===== config.mk =====
export PLATFORM = sky130hd
export DESIGN_NAME = lcd_cmd_seq
export DESIGN_NICKNAME = d
export VERILOG_FILES = /design/src/rtl/lcd_cmd_seq_pkg.sv /design/src/rtl/cmd_fifo.sv /design/src/rtl/lcd_cmd_seq.sv
export SDC_FILE = /design/constraint.sdc
export NUM_CORES = 1
export LEC_CHECK = 0
export BUFFER_PORTS_ARGS = -buffer_cell sky130_fd_sc_hd__buf_4
export CAP_MARGIN = 20
export CORE_ASPECT_RATIO = 0.9
export CORE_MARGIN = 2
export CORE_UTILIZATION = 60
export DETAILED_ROUTE_END_ITERATION = 12
export MAX_ROUTING_LAYER = met4
export PLACE_DENSITY = 0.81
export SYNTH_ARGS = -nofsm -noshare
export SYNTH_HDL_FRONTEND = slang
export SYNTH_SLANG_ARGS = --single-unit

===== constraint.sdc =====
create_clock -name clk -period 5.2 [get_ports clk]
set_input_delay 0.26 -clock clk [delete_from_list [all_inputs] [get_ports clk]]
set_output_delay 0.26 -clock clk [all_outputs]
set_load 0.03 [all_outputs]

===== src/rtl/lcd_cmd_seq_pkg.sv =====
// LCD command sequencer shared definitions.
// Command codes, legality check and FSM state encoding.
package lcd_cmd_seq_pkg;

  typedef logic [3:0] cmd_t;

  localparam cmd_t CMD_WRITE       = 4'd0;
  localparam cmd_t CMD_SHIFT_FIRST = 4'd1;
  localparam cmd_t CMD_SHIFT_LAST  = 4'd4;
  localparam cmd_t CMD_OP_FIRST    = 4'd5;
  localparam cmd_t CMD_OP_LAST     = 4'd11;

  typedef enum logic [1:0] {
    IDLE      = 2'd0,
    WAIT_BUSY = 2'd1,
    WAIT_DONE = 2'd2
  } state_t;

  // Codes above the last operation are reserved.
  function automatic logic cmd_legal(
    input cmd_t c
  );
    return c <= CMD_OP_LAST;
  endfunction

endpackage


===== src/rtl/cmd_fifo.sv =====
// Command FIFO: DEPTH entries (power of two), show-ahead read.
// Ports: clk, reset, wr_data/wr_en, rd_en/rd_data, full, empty.
module cmd_fifo #(
  parameter int DEPTH = 8,
  parameter int WIDTH = 4
) (
  input  logic             clk,
  input  logic             reset,
  input  logic [WIDTH-1:0] wr_data,
  input  logic             wr_en,
  input  logic             rd_en,
  output logic [WIDTH-1:0] rd_data,
  output logic             full,
  output logic             empty
);

  localparam int AW = $clog2(DEPTH);

  logic [WIDTH-1:0] mem [DEPTH];
  logic [AW-1:0]    wr_ptr;
  logic [AW-1:0]    rd_ptr;
  logic [AW:0]      count;
  logic             do_wr;
  logic             do_rd;

  // A write while full is dropped even if a read frees a slot.
  assign do_wr   = wr_en && !full;
  assign do_rd   = rd_en && !empty;
  assign full    = count == (AW+1)'(DEPTH);
  assign empty   = count == '0;
  assign rd_data = mem[rd_ptr];

  always_ff @(posedge clk) begin
    if (reset) begin
      wr_ptr <= '0;
      rd_ptr <= '0;
      count  <= '0;
    end else begin
      if (do_wr) wr_ptr <= wr_ptr + 1'b1;
      if (do_rd) rd_ptr <= rd_ptr + 1'b1;
      unique case ({do_wr, do_rd})
        2'b10:   count <= count + 1'b1;
        2'b01:   count <= count - 1'b1;
        default: count <= count;
      endcase
    end
  end

  always_ff @(posedge clk) begin
    if (do_wr) mem[wr_ptr] <= wr_data;
  end

endmodule


===== src/rtl/lcd_cmd_seq.sv =====
// LCD command sequencer: queues host commands, issues them to an
// LCD controller with busy/done handshake, flags illegal codes.
// Ports: host_cmd/host_valid/host_ready (push side),
//   busy/done (controller status), cmd/cmd_valid (issue),
//   frame_done, err (sticky), issued_cnt (wrapping count).
import lcd_cmd_seq_pkg::*;

module lcd_cmd_seq #(
  parameter int DEPTH = 8
) (
  input  logic       clk,
  input  logic       reset,
  input  logic [3:0] host_cmd,
  input  logic       host_valid,
  output logic       host_ready,
  input  logic       busy,
  input  logic       done,
  output logic [3:0] cmd,
  output logic       cmd_valid,
  output logic       frame_done,
  output logic       err,
  output logic [7:0] issued_cnt
);

  state_t     state_q;
  state_t     state_d;
  cmd_t       head;
  cmd_t       cmd_d;
  logic       cmd_valid_d;
  logic       frame_done_d;
  logic       err_d;
  logic [7:0] cnt_d;
  logic       pop;
  logic       fifo_full;
  logic       fifo_empty;

  assign host_ready = !fifo_full;

  cmd_fifo #(
    .DEPTH (DEPTH),
    .WIDTH (4)
  ) u_fifo (
    .clk     (clk),
    .reset   (reset),
    .wr_data (host_cmd),
    .wr_en   (host_valid),
    .rd_en   (pop),
    .rd_data (head),
    .full    (fifo_full),
    .empty   (fifo_empty)
  );

  always_comb begin
    state_d      = state_q;
    cmd_d        = cmd;
    cmd_valid_d  = 1'b0;
    frame_done_d = 1'b0;
    err_d        = err;
    cnt_d        = issued_cnt;
    pop          = 1'b0;
    unique case (state_q)
      IDLE: begin
        if (!fifo_empty && !busy) begin
          pop = 1'b1;
          if (cmd_legal(head)) begin
            cmd_d       = head;
            cmd_valid_d = 1'b1;
            cnt_d       = issued_cnt + 8'd1;
            state_d     = WAIT_BUSY;
          end else begin
            err_d = 1'b1;
          end
        end
      end
      WAIT_BUSY: begin
        // Only a write waits for the frame to complete.
        if (busy) begin
          state_d = (cmd == CMD_WRITE) ? WAIT_DONE : IDLE;
        end
      end
      WAIT_DONE: begin
        if (done) begin
          frame_done_d = 1'b1;
          state_d      = IDLE;
        end
      end
      default: state_d = IDLE;
    endcase
  end

  always_ff @(posedge clk) begin
    if (reset) begin
      state_q    <= IDLE;
      cmd        <= CMD_WRITE;
      cmd_valid  <= 1'b0;
      frame_done <= 1'b0;
      err        <= 1'b0;
      issued_cnt <= '0;
    end else begin
      state_q    <= state_d;
      cmd        <= cmd_d;
      cmd_valid  <= cmd_valid_d;
      frame_done <= frame_done_d;
      err        <= err_d;
      issued_cnt <= cnt_d;
    end
  end

endmodule


==> metrics.md, run 1 <==
| Metric | Value |
|---|---|
| Worst r2r src | u_fifo.count[1] |
| Period utilisation layout | 49.1% |
| Hold crit path type | in -> reg |
| Most area-hungry cell type in the Yosys netlist | edfxtp_1 |
| Outcome | finished, final reports clean |
| Non-Filler Instances | 274 |
| Ys Warns | 0 |
| Reg2reg path depth | 9 |
| Hold EP | u_fifo.mem[7][1] |
| Root buf cell | clkbuf_8 |
| H-tree Lvls | 3 |
| Post-synth design cell area | 0.00253 sq mm |
| CP Capture Type | register |
| Setup TNS | 0 ns |
| Initial antenna violation count | 0 |
| Slowest-stage cell, CP | nor4_1 |
| Fmax | 392 MHz |
| Die Wd | 72.4 um |
| PwrDens | 476 mW/mm^2 |
| Register area | 0.00156 sq mm |
| Share of cells above drive strength 1 | 22.6% |
| CP max FO | 9 |
| Post-synth EDFFs | 32 |
| Wirelength, routed | 4760 um |
| Die Y | 65.6 um |
| Slew margin rel. | 34.4% |
| Filler instances | 258 |
| Syn-to-layout area delta | 16.2% |
| Critical Path RT | 5.46 ns |
| Synth Register Bits | 62 |
| CP bufs+invs | 0 |
| CTS tree | built |
| Kind of critical path | reg -> reg |
| Setup crit start kind | register |
| # setup viols final | 0 |
| Max_cap viols | 0 |
| Core box area | 0.00407 sq mm |
| Fin. Hold Viols | 0 |
| Largest net degree at the start of global routing | 30 |
| Syn_nets | 207 |
| GPL Wtd Cong | 0.854 |
| Multi-input logic area | 923 sq um |
| ANT cells | 0 |
| Gr usage total | 23.7% |
| Hold path cells | 1 |
| Port Buffer Count | 24 |
| Cell Chain, Critical Path | nor4_1 -> nor4_4 -> ha_1 -> xor2_1 -> ha_1 -> a21oi_1 -> xor2_1 -> or3_1 -> a21oi_1 |
| Antenna viol nets, final | 0 |
| Avg Vias per Cell | 6.05 |
| Asr flop ratio synth | 0% |
| Commonest register cell after synthesis | edfxtp_1 |
| Worst R2R End | u_fifo.count[2] |
| Post-cts resize count | 0 |
| Post-synth top cells | edfxtp_1 (32), dfxtp_1 (30), nor2_1 (21) |
| Dpl cells | 256 |
| Routed len/inst | 17.4 um |
| Drt pass-1 iters | 4 |
| RSZ-0062 raised after global routing | no |
| DP Wirelength | 3400 um |
| # clock sinks | 62 |
| R2r setup slk | 2.65 ns |
| # hold bufs at CTS | 0 |
| Netlist cell types | 38 |
| Initial Utilization | 62.1% |
| Max stage delay on crit path | 0.61 ns |
| # IOs | 25 |
| Final Max Slew Viols | 0 |
| Max Buffers Root-to-Sink | 2 |
| Worst Skew | 0.00586 ns |
| LEAKAGE | 1.08 nW |
| Layout Nets | 236 |
| Post-synthesis cell count | 192 |
| TritonCTS buffer count | 9 |
| Number of remaining DRC errors | 0 |
| Avg Inst Size Synth | 13.2 sq um |
| Post-CTS setup buffers | 0 |
| Grt ovf | 0 |
| Register area share after synthesis | 61.7% |
| Drt initial violations | 84 |
| Clk slew on worst S/H paths | 0.07 ns |
| Worst vdd ir | 313 uV |
| Vias | 1659 |
| Top cells by area, synth | edfxtp_1 (38%), dfxtp_1 (24%), mux4_2 (7.1%) |
| Vias in the first global route | 1639 |
| Hold Path Origin | host_cmd[1] |
| Least-Margin Pin Slew | 0.971 ns |
| Clk_lat worst skew | 0.33 ns |
| Top-area cell type share of the netlist area | 38.0% |
| Top-count cell post-synth | edfxtp_1 |
| WP data arrival | 2.81 ns |
| Rows | 22 |
| CP delay by family, top | simple AND/OR/NAND/NOR gates |
| Die ar. | 0.00475 sq mm |
| First-pass GRT wire length | 7850 um |
| Final min period | 2.55 ns |
==> cell type report <==
class,count,area share [%]
clock buffer,11,5.15
clock inverter,5,1.62
inverter,1,0.128
multi-input combinational,121,31.4
sequential,62,53.1
tap,48,2.04
timing repair buffer,26,6.55
==> worst max path at each step <==
stage | startpoint | to | slack [ns] | cells after the start
4_1_cts | register | issued_cnt[7] | 2.48 | 5
3_5_place_dp | register | issued_cnt[7] | 2.50 | 5
5_1_grt | u_fifo.count[1] | u_fifo.count[2] | 2.39 | 9
3_3_place_gp | register | issued_cnt[7] | 2.60 | 5
2_1_floorplan | u_fifo.count[1] | u_fifo.count[2] | 2.76 | 11
6_report | u_fifo.count[1] | u_fifo.count[2] | 2.65 | 9
==> flip-flops by register name (all words and copies together), names as in the netlist, named ones only <==
| name | flops |
|---|---|
| u_fifo.wr_ptr | 3 |
| u_fifo.count | 4 |
| err | 1 |
| u_fifo.mem | 32 |
| issued_cnt | 8 |
| cmd | 4 |
| frame_done | 1 |
| state_q | 2 |
| cmd_valid | 1 |
| u_fifo.rd_ptr | 3 |
==> report_power, final <==
part | switching (mW) | internal (mW)
clock network | 0.174 | 0.242
logic | 0.184 | 0.157
registers | 0.0698 | 0.570
==> through the flow <==
step | cell area (sq um) | setup WS [ns] | total power [mW] | util, % | hold slack, ns
final | 2940 | 2.65 | 1.40 | 72.2 | 0.159
after global routing | 2940 | 2.39 | 1.47 | 72.2 | 0.155
after CTS | 2930 | 2.48 | 1.40 | 71.9 | 0.150
after detailed placement | 2730 | 2.50 | 0.984 | 67.0 | 0.470
after global placement | 2730 | 2.60 | 0.962 | 67.0 | 0.459
after floorplan | 2530 | 2.76 | 0.898 | - | 0.359
==> cells in the final DEF, fill, tap and decap left out, drive strengths merged <==
cell type  instances
a21oi             11
and2               2
and3b              1
and4               1
buf               25
bufinv             1
clkbuf            12
clkinv             4
dfxtp             30
edfxtp            32
ha                 6
inv                1
mux2               3
mux2i              7
mux4               8
nand2              6
nand3              6
nand3b             1
nand4              2
nand4b             1
nor2              21
nor2b              2
nor3               7
nor3b              3
nor4               4
nor4b              2
nor4bb             1
o21a               1
o21ai              8
o31ai              1
or3                5
or3b               1
or4                1
xnor2              2
xor2               7
==> layer usage <==
metal,share of wire (%),up-vias,GRT usage [%]
met4,1.9,0,12.7
met3,6.1,9,7.67
met5,0,-,-
met1,42,817,27.7
met2,50,56,36.6
li1,-,777,-
==> cells by family (layout without fill, tap and decap cells) <==
group / count (synthesis) / count (layout) / synth area share (%)
AOI/OAI and AO/OA: 21 / 21 / 4.35
buffers and inverters: 9 / 43 / 1.78
DFF: 62 / 62 / 61.7
and+or+nand+nor: 67 / 67 / 14.8
adders and majority gates: 6 / 6 / 2.97
xor gates and xnor gates: 9 / 9 / 3.12
muxes: 18 / 18 / 11.2
Note: power is estimated with default switching activity, not from simulation.
==> run 2: changes to the inputs <==
ABC_AREA = 1   (was default)
CORE_UTILIZATION = 53   (was 60)
PLACE_DENSITY = 0.75   (was 0.81)
clock period = 2.2 ns   (was 5.2 ns; I/O delays follow)
==> metrics.md, run 2 <==
| Metric | Value |
|---|---|
| Die Wd | 80.6 um (+11%) |
| Commonest cells after routing, fill and taps aside | nand2_1 (55), inv_1 (38), nor2_1 (34), edfxtp_1 (32), buf_4 (30) |
| Final min period | 1.97 ns (-0.582 ns) |
| Least-Margin Pin Slew | 0.410 ns (-0.561 ns) |
| Clk slew on worst S/H paths | 0.07 ns (about the same) |
| Commonest register cell after synthesis | edfxtp_1 |
| Routed len/inst | 12.9 um (-26%) |
| Largest net degree at the start of global routing | 18 (-40%) |
| Gr usage total | 20.5% (-3.2 points) |
| Avg Vias per Cell | 5.03 (-17%) |
| Post-CTS setup buffers | 0 (unchanged) |
| Worst vdd ir | 533 uV (+70%) |
| Vias in the first global route | 1895 (+16%) |
| # setup viols final | 0 (unchanged) |
| Initial Utilization | 54.2% (-7.9 points) |
| First-pass GRT wire length | 8670 um (+10%) |
| Worst Skew | 0.0130 ns (+0.00711 ns) |
| Syn-to-layout area delta | 15.9% |
| Top cells by area, synth | edfxtp_1 (34%), dfxtp_1 (21%), nand2_1 (7.4%) |
| Vias | 2023 (+22%) |
| Hold crit path type | in -> reg |
| Post-synth EDFFs | 32 (unchanged) |
| Period utilisation layout | 89.7% (+41 points) |
| Post-synthesis cell count | 297 (+55%) |
| ANT cells | 0 (unchanged) |
| Die Y | 72.9 um (+11%) |
| Wirelength, routed | 5180 um (+8.8%) |
| LEAKAGE | 1.34 nW (+24%) |
| Drt pass-1 iters | 4 (unchanged) |
| Fin. Hold Viols | 0 (unchanged) |
| Fmax | 507 MHz (+29%) |
| Max Buffers Root-to-Sink | 2 (unchanged) |
| Slew margin rel. | 72.4% (+38 points) |
| Share of cells above drive strength 1 | 20.3% (-2.3 points) |
| Die ar. | 0.00588 sq mm (+24%) |
| Ys Warns | 0 (unchanged) |
| Top-area cell type share of the netlist area | 34.3% (-3.6 points) |
| Leading cell type in the layout, fill and taps excluded | nand2_1 |
| Asr flop ratio synth | 0% (unchanged) |
| Port Buffer Count | 24 (unchanged) |
| Critical Path RT | 2.42 ns (-3.04 ns) |
| Filler instances | 433 (+68%) |
| Synth Register Bits | 62 (unchanged) |
| Post-synth top cells | nand2_1 (55), inv_1 (38), nor2_1 (36) |
| DP Wirelength | 3620 um (+6.5%) |
| Clk_lat worst skew | 0.34 ns (about the same) |
| Register area share after synthesis | 55.8% (-5.9 points) |
| Outcome | finished, final reports clean |
| CP max FO | 6 (-3) |
| Setup crit start kind | register |
| DP Area | 0.00303 sq mm (+11%) |
| Netlist cell types | 30 (-21%) |
| # IOs | 25 (unchanged) |
| CP Capture Type | register |
| Rows | 25 (+14%) |
| Fin area | 0.00324 sq mm (+10%) |
| CTS tree | built |
| Avg Inst Size Synth | 9.42 sq um (-29%) |
| Hold Slack | 0.0130 ns (-0.146 ns) |
| Initial antenna violation count | 0 (unchanged) |
| Biggest register | u_fifo.mem |
| Top-count cell post-synth | nand2_1 |
| Most area-hungry cell type in the Yosys netlist | edfxtp_1 |
| Drt initial violations | 119 (+42%) |
| WP data arrival | 2.20 ns (-0.61 ns) |
| Root buf cell | clkbuf_8 |
| Syn_nets | 312 (+51%) |
| H-tree Lvls | 3 (unchanged) |
| Setup TNS | 0 ns (unchanged) |
| GPL Wtd Cong | 0.827 (-3.2%) |
| Total power | 3.69 mW (+160%) |
| Antenna viol nets, final | 0 (unchanged) |
| # clock sinks | 62 (unchanged) |
| Max_cap viols | 0 (unchanged) |
| Biggest regs | u_fifo.mem: 32 flops, issued_cnt: 8 flops |
| PwrDens | 1140 mW/mm^2 (+140%) |
| Max FFs per register | 32 (unchanged) |
| RSZ-0062 raised after global routing | no |
| Final Max Slew Viols | 0 (unchanged) |
| Kind of critical path | reg -> reg |
| Grt ovf | 0 (unchanged) |
| Layout Nets | 345 (+46%) |
| Post-synth design cell area | 0.00280 sq mm (+11%) |
| Core box area | 0.00516 sq mm (+27%) |
| Number of remaining DRC errors | 0 (unchanged) |
| TritonCTS buffer count | 9 (unchanged) |
## run 2: changes by cell type in the layout (fill, tap and decap cells not counted), sizes merged, moves of 8 or more
cell and change:
nand3 +11, a21oi +11, inv +39, nand2 +57, mux4 -8, nor2 +16
## run 2: power by group
group | total (mW) | switching, mW | leakage (nW) | internal (mW)
registers | 1.47 | 0.103 | 0.536 | 1.36
logic | 1.21 | 0.795 | 0.696 | 0.417
clock network | 1.01 | 0.424 | 0.104 | 0.586
total | 3.69 | 1.32 | 1.34 | 2.37
## run 2: cell type report
class | count | area, sq um | area share, %
Inverter | 40 | 155 | 4.79
Timing Repair Buffer | 30 | 225 | 6.95
Clock buffer | 13 | 159 | 4.90
Sequential cell | 62 | 1560 | 48.2
Multi-Input combinational cell | 187 | 1010 | 31.2
Clock inverter | 3 | 43.8 | 1.35
Tap cell | 67 | 83.8 | 2.59
## run 2: final timing paths
path / startpoint / endpoint / slack [ns] / cells after the start
worst max-delay path: u_fifo.count[3] / u_fifo.count[2] / 0.23 / 13
worst min-delay path: host_cmd[1] / u_fifo.mem[1][1] / 0.01 / 1
worst max register to register: u_fifo.count[3] / u_fifo.count[2] / 0.23 / 13
worst min register to register: cmd[3] / cmd[3] / 0.48 / 2
## run 2: cells by family (layout without fill, tap and decap cells)
| kind of cell | count (synthesis) | in the layout | share of synthesized area [%] |
|---|---|---|---|
| XOR/XNOR | 9 | 9 | 2.82 |
| AO/OA/AOI/OAI | 43 | 43 | 9.88 |
| AND/OR/NAND/NOR | 129 | 129 | 20.6 |
| flip-flops | 62 | 62 | 55.8 |
| adder cells (fa/ha/maj) | 6 | 6 | 2.68 |
| buffers and inverters | 48 | 86 | 8.18 |
## run 2: critical path: stages (launching register included)
cell     delay (ns)
dfxtp_1        0.34
inv_1          0.09
a31oi_4        0.18
nand2_1        0.10
inv_2          0.11
ha_1           0.23
nand2_1        0.09
inv_1          0.07
nor2_2         0.04
ha_1           0.17
a21oi_1        0.14
xor2_1         0.08
o21ai_0        0.17
inv_1          0.05
## run 2: through the flow
step / instances / worst slack (ns) / utilization (%)
3_3_place_gp: 386 / 0.188 / 58.8
2_1_floorplan: 297 / 0.00329 / -
5_1_grt: 402 / 0.0427 / 62.8
4_1_cts: 402 / 0.0802 / 62.7
3_5_place_dp: 386 / 0.103 / 58.8
6_report: 402 / 0.228 / 62.8
## run 2: per-layer routing
layer / GRT usage [%] / wire [um] / vias to the layer above
met2: 31.1 / 2410 / 44
met5: - / 0 / -
met3: 6.31 / 259 / 6
met1: 26.6 / 2450 / 926
met4: 6.21 / 49 / 0
li1: - / - / 1047
## run 2: timing repair
action	CTS	global route
gates resized for setup	0	3
hold endpoints to repair	0	0
hold buffers	0	0
setup endpoints to repair	0	2
==> run 3: changes to the inputs <==
ABC_AREA = default   (was 1)
CORE_UTILIZATION = 52   (was 53)
PLACE_DENSITY = 0.74   (was 0.75)
==> metrics.md, run 3 (synthesized netlist as in run 1, its figures left out) <==
| Metric | Value |
|---|---|
| GRT met3 Usage | 7.49% (+1.2 points) |
| Wirelength, routed | 4550 um (-12%) |
| Slowest-stage cell, CP | mux4_2 |
| Slew margin rel. | 59.0% (-13 points) |
| Post-place setup slack | -0.0295 ns (-0.132 ns) |
| Max stage delay on crit path | 0.52 ns (+0.18 ns) |
| Worst vdd ir | 587 uV (+10%) |
| LEAKAGE | 1.17 nW (-12%) |
| Least-Margin Pin Slew | 0.610 ns (+0.200 ns) |
| CP max FO | 5 (-1) |
| Leading cell type in the layout, fill and taps excluded | buf_4 |
| Reg2reg path depth | 5 (-8) |
| Fin. Hold Viols | 0 (unchanged) |
| First-pass GRT wire length | 7540 um (-13%) |
| Syn-to-layout area delta | 24.5% |
| Die Wd | 77.5 um (-3.8%) |
| Initial Utilization | 53.0% (-1.2 points) |
| GR peak layer | met2 |
| Commonest cells after routing, fill and taps aside | buf_4 (42), edfxtp_1 (32), dfxtp_1 (29), nor2_1 (21), clkbuf_8 (11) |
| Hold path cells | 1 (unchanged) |
| Final Max Slew Viols | 0 (unchanged) |
| Max FFs per register | 32 (unchanged) |
| PwrDens | 1080 mW/mm^2 (-5.1%) |
| Routed len/inst | 14.7 um (+14%) |
| Initial antenna violation count | 0 (unchanged) |
| Core box area | 0.00477 sq mm (-7.5%) |
| Max Buffers Root-to-Sink | 2 (unchanged) |
| Period utilisation layout | 92.3% (+2.6 points) |
| Met1 Use GR | 26.0% (-0.55 points) |
| Largest net degree at the start of global routing | 30 (+12) |
| Grt met2 use | 27.1% (-4.0 points) |
| Filler instances | 368 (-15%) |
| Max_cap viols | 0 (unchanged) |
| GPL Wtd Cong | 0.819 (-0.91%) |
| Hold Path Origin | host_cmd[0] |
| Port Buffer Count | 24 (unchanged) |
| Layout Nets | 255 (-26%) |
| Setup crit start kind | register |
| Register area | 0.00156 sq mm (unchanged) |
| Kind of critical path | reg -> reg |
| Clk_lat worst skew | 0.34 ns (about the same) |
| Biggest regs | u_fifo.mem: 32 flops, issued_cnt: 8 flops |
| Gr usage total | 19.1% (-1.4 points) |
| Hold EP | u_fifo.mem[3][0] |
| CP Capture Type | register |
| Fmax | 492 MHz (-2.9%) |
| Total power | 3.40 mW (-7.8%) |
| Die ar. | 0.00544 sq mm (-7.4%) |
| Outcome | finished, final reports clean |
| H-tree Lvls | 3 (unchanged) |
| RSZ-0062 raised after global routing | no |
| Biggest register | u_fifo.mem |
| # clock sinks | 62 (unchanged) |
| WP data arrival | 2.30 ns (+0.10 ns) |
| Avg Vias per Cell | 5.36 (+6.6%) |
| Share of cells above drive strength 1 | 32.2% (+12 points) |
| Antenna viol nets, final | 0 (unchanged) |
| Number of remaining DRC errors | 0 (unchanged) |
| Worst Skew | 0.0109 ns (-0.00208 ns) |
| R2r setup slk | 0.17 ns (-0.06 ns) |
| DP Wirelength | 3260 um (-10%) |
| Worst R2R End | issued_cnt[7] |
| Final min period | 2.03 ns (+0.0582 ns) |
| Vias in the first global route | 1489 (-21%) |
| Grt ovf | 0 (unchanged) |
| Cell Chain, Critical Path | mux4_2 -> mux2i_2 -> o21ai_2 -> or4_1 -> a21oi_1 |
| Multi-input logic area | 972 sq um (-4.0%) |
| Critical Path RT | 2.47 ns (+0.05 ns) |
| # setup viols final | 0 (unchanged) |
| Hold crit path type | in -> reg |
| Drt initial violations | 46 (-61%) |
| ANT cells | 0 (unchanged) |
| Setup TNS | 0 ns (unchanged) |
| Root buf cell | clkbuf_8 |
| Utilization after layout | 66.0% (+3.1 points) |
| Drt pass-1 iters | 4 (unchanged) |
| Die Y | 70.2 um (-3.8%) |
| # IOs | 25 (unchanged) |
| Final setup margin | 0.169 ns (-0.0582 ns) |
| CTS tree | built |
| TritonCTS buffer count | 9 (unchanged) |
| Clk slew on worst S/H paths | 0.07 ns (about the same) |
| Rows | 24 (-4.0%) |
| Vias | 1663 (-18%) |
==> run 3: cell count changes in the layout (fill, tap and decap cells not counted), moves of 8 or more <==
| cell | before | now |
|---|---|---|
| buf_4 | 30 | 42 |
| inv_1 | 38 | 1 |
| nand3_1 | 16 | 6 |
| nor2_1 | 34 | 21 |
| nand2_1 | 55 | 4 |
| mux4_2 | 0 | 8 |
| o21ai_0 | 15 | 2 |
==> run 3: routing by layer <==
layer	part of all wire, %	wire [um]
met1	48	2200
met2	46	2080
met3	4.6	210
met4	1.2	56
met5	0	0
==> run 3: power by group <==
| part | leakage [nW] | total, mW | switching [mW] | internal [mW] |
|---|---|---|---|---|
| Combinational | 0.545 | 1.01 | 0.498 | 0.510 |
| Clock | 0.0956 | 0.899 | 0.431 | 0.468 |
| Sequential | 0.535 | 1.49 | 0.146 | 1.35 |
| Total | 1.17 | 3.40 | 1.07 | 2.33 |
==> run 3: metrics by stage <==
step                      instances  area, sq um  hold slack, ns
after global routing            310         3150         0.00933
after global placement          291         2900           0.343
after floorplan                 192         2550           0.209
after CTS                       310         3120         0.00288
final                           310         3150          0.0166
after detailed placement        291         2900           0.342
==> run 3: what timing repair did <==
item / 4_1_cts / 5_1_grt
buffers inserted: 0 / 0
hold endpoints to repair: 15 / 0
pin swaps: 0 / 1
setup endpoints to repair: 5 / 7
hold buffers: 3 / 0
resized for setup: 1 / 6
==> run 3: worst max path at each step <==
stage,endpoint,slack (ns),cells past startpoint
2_1_floorplan,u_fifo.count[2],0.02,11
3_3_place_gp,issued_cnt[4],0.003,6
3_5_place_dp,issued_cnt[4],-0.03,6
4_1_cts,issued_cnt[4],0.07,6
5_1_grt,u_fifo.count[2],0.02,10
6_report,issued_cnt[7],0.17,5
==> run 3: cell type report <==
class                      instances  area share [%]
clock buffer                      11            4.81
clock inverter                     5            1.03
inverter                           1           0.119
tap                               65            2.58
multi-input combinational        121            30.9
sequential                        62            49.6
timing repair buffer              45            11.0
==> run 3: worst max-delay path, delay by kind of cell, from the launching register on <==
family	cells	cell delay, ns
multiplexers	2	0.77
AO/OA/AOI/OAI	2	0.27
AND/OR/NAND/NOR	1	0.52
flip-flops	1	0.41
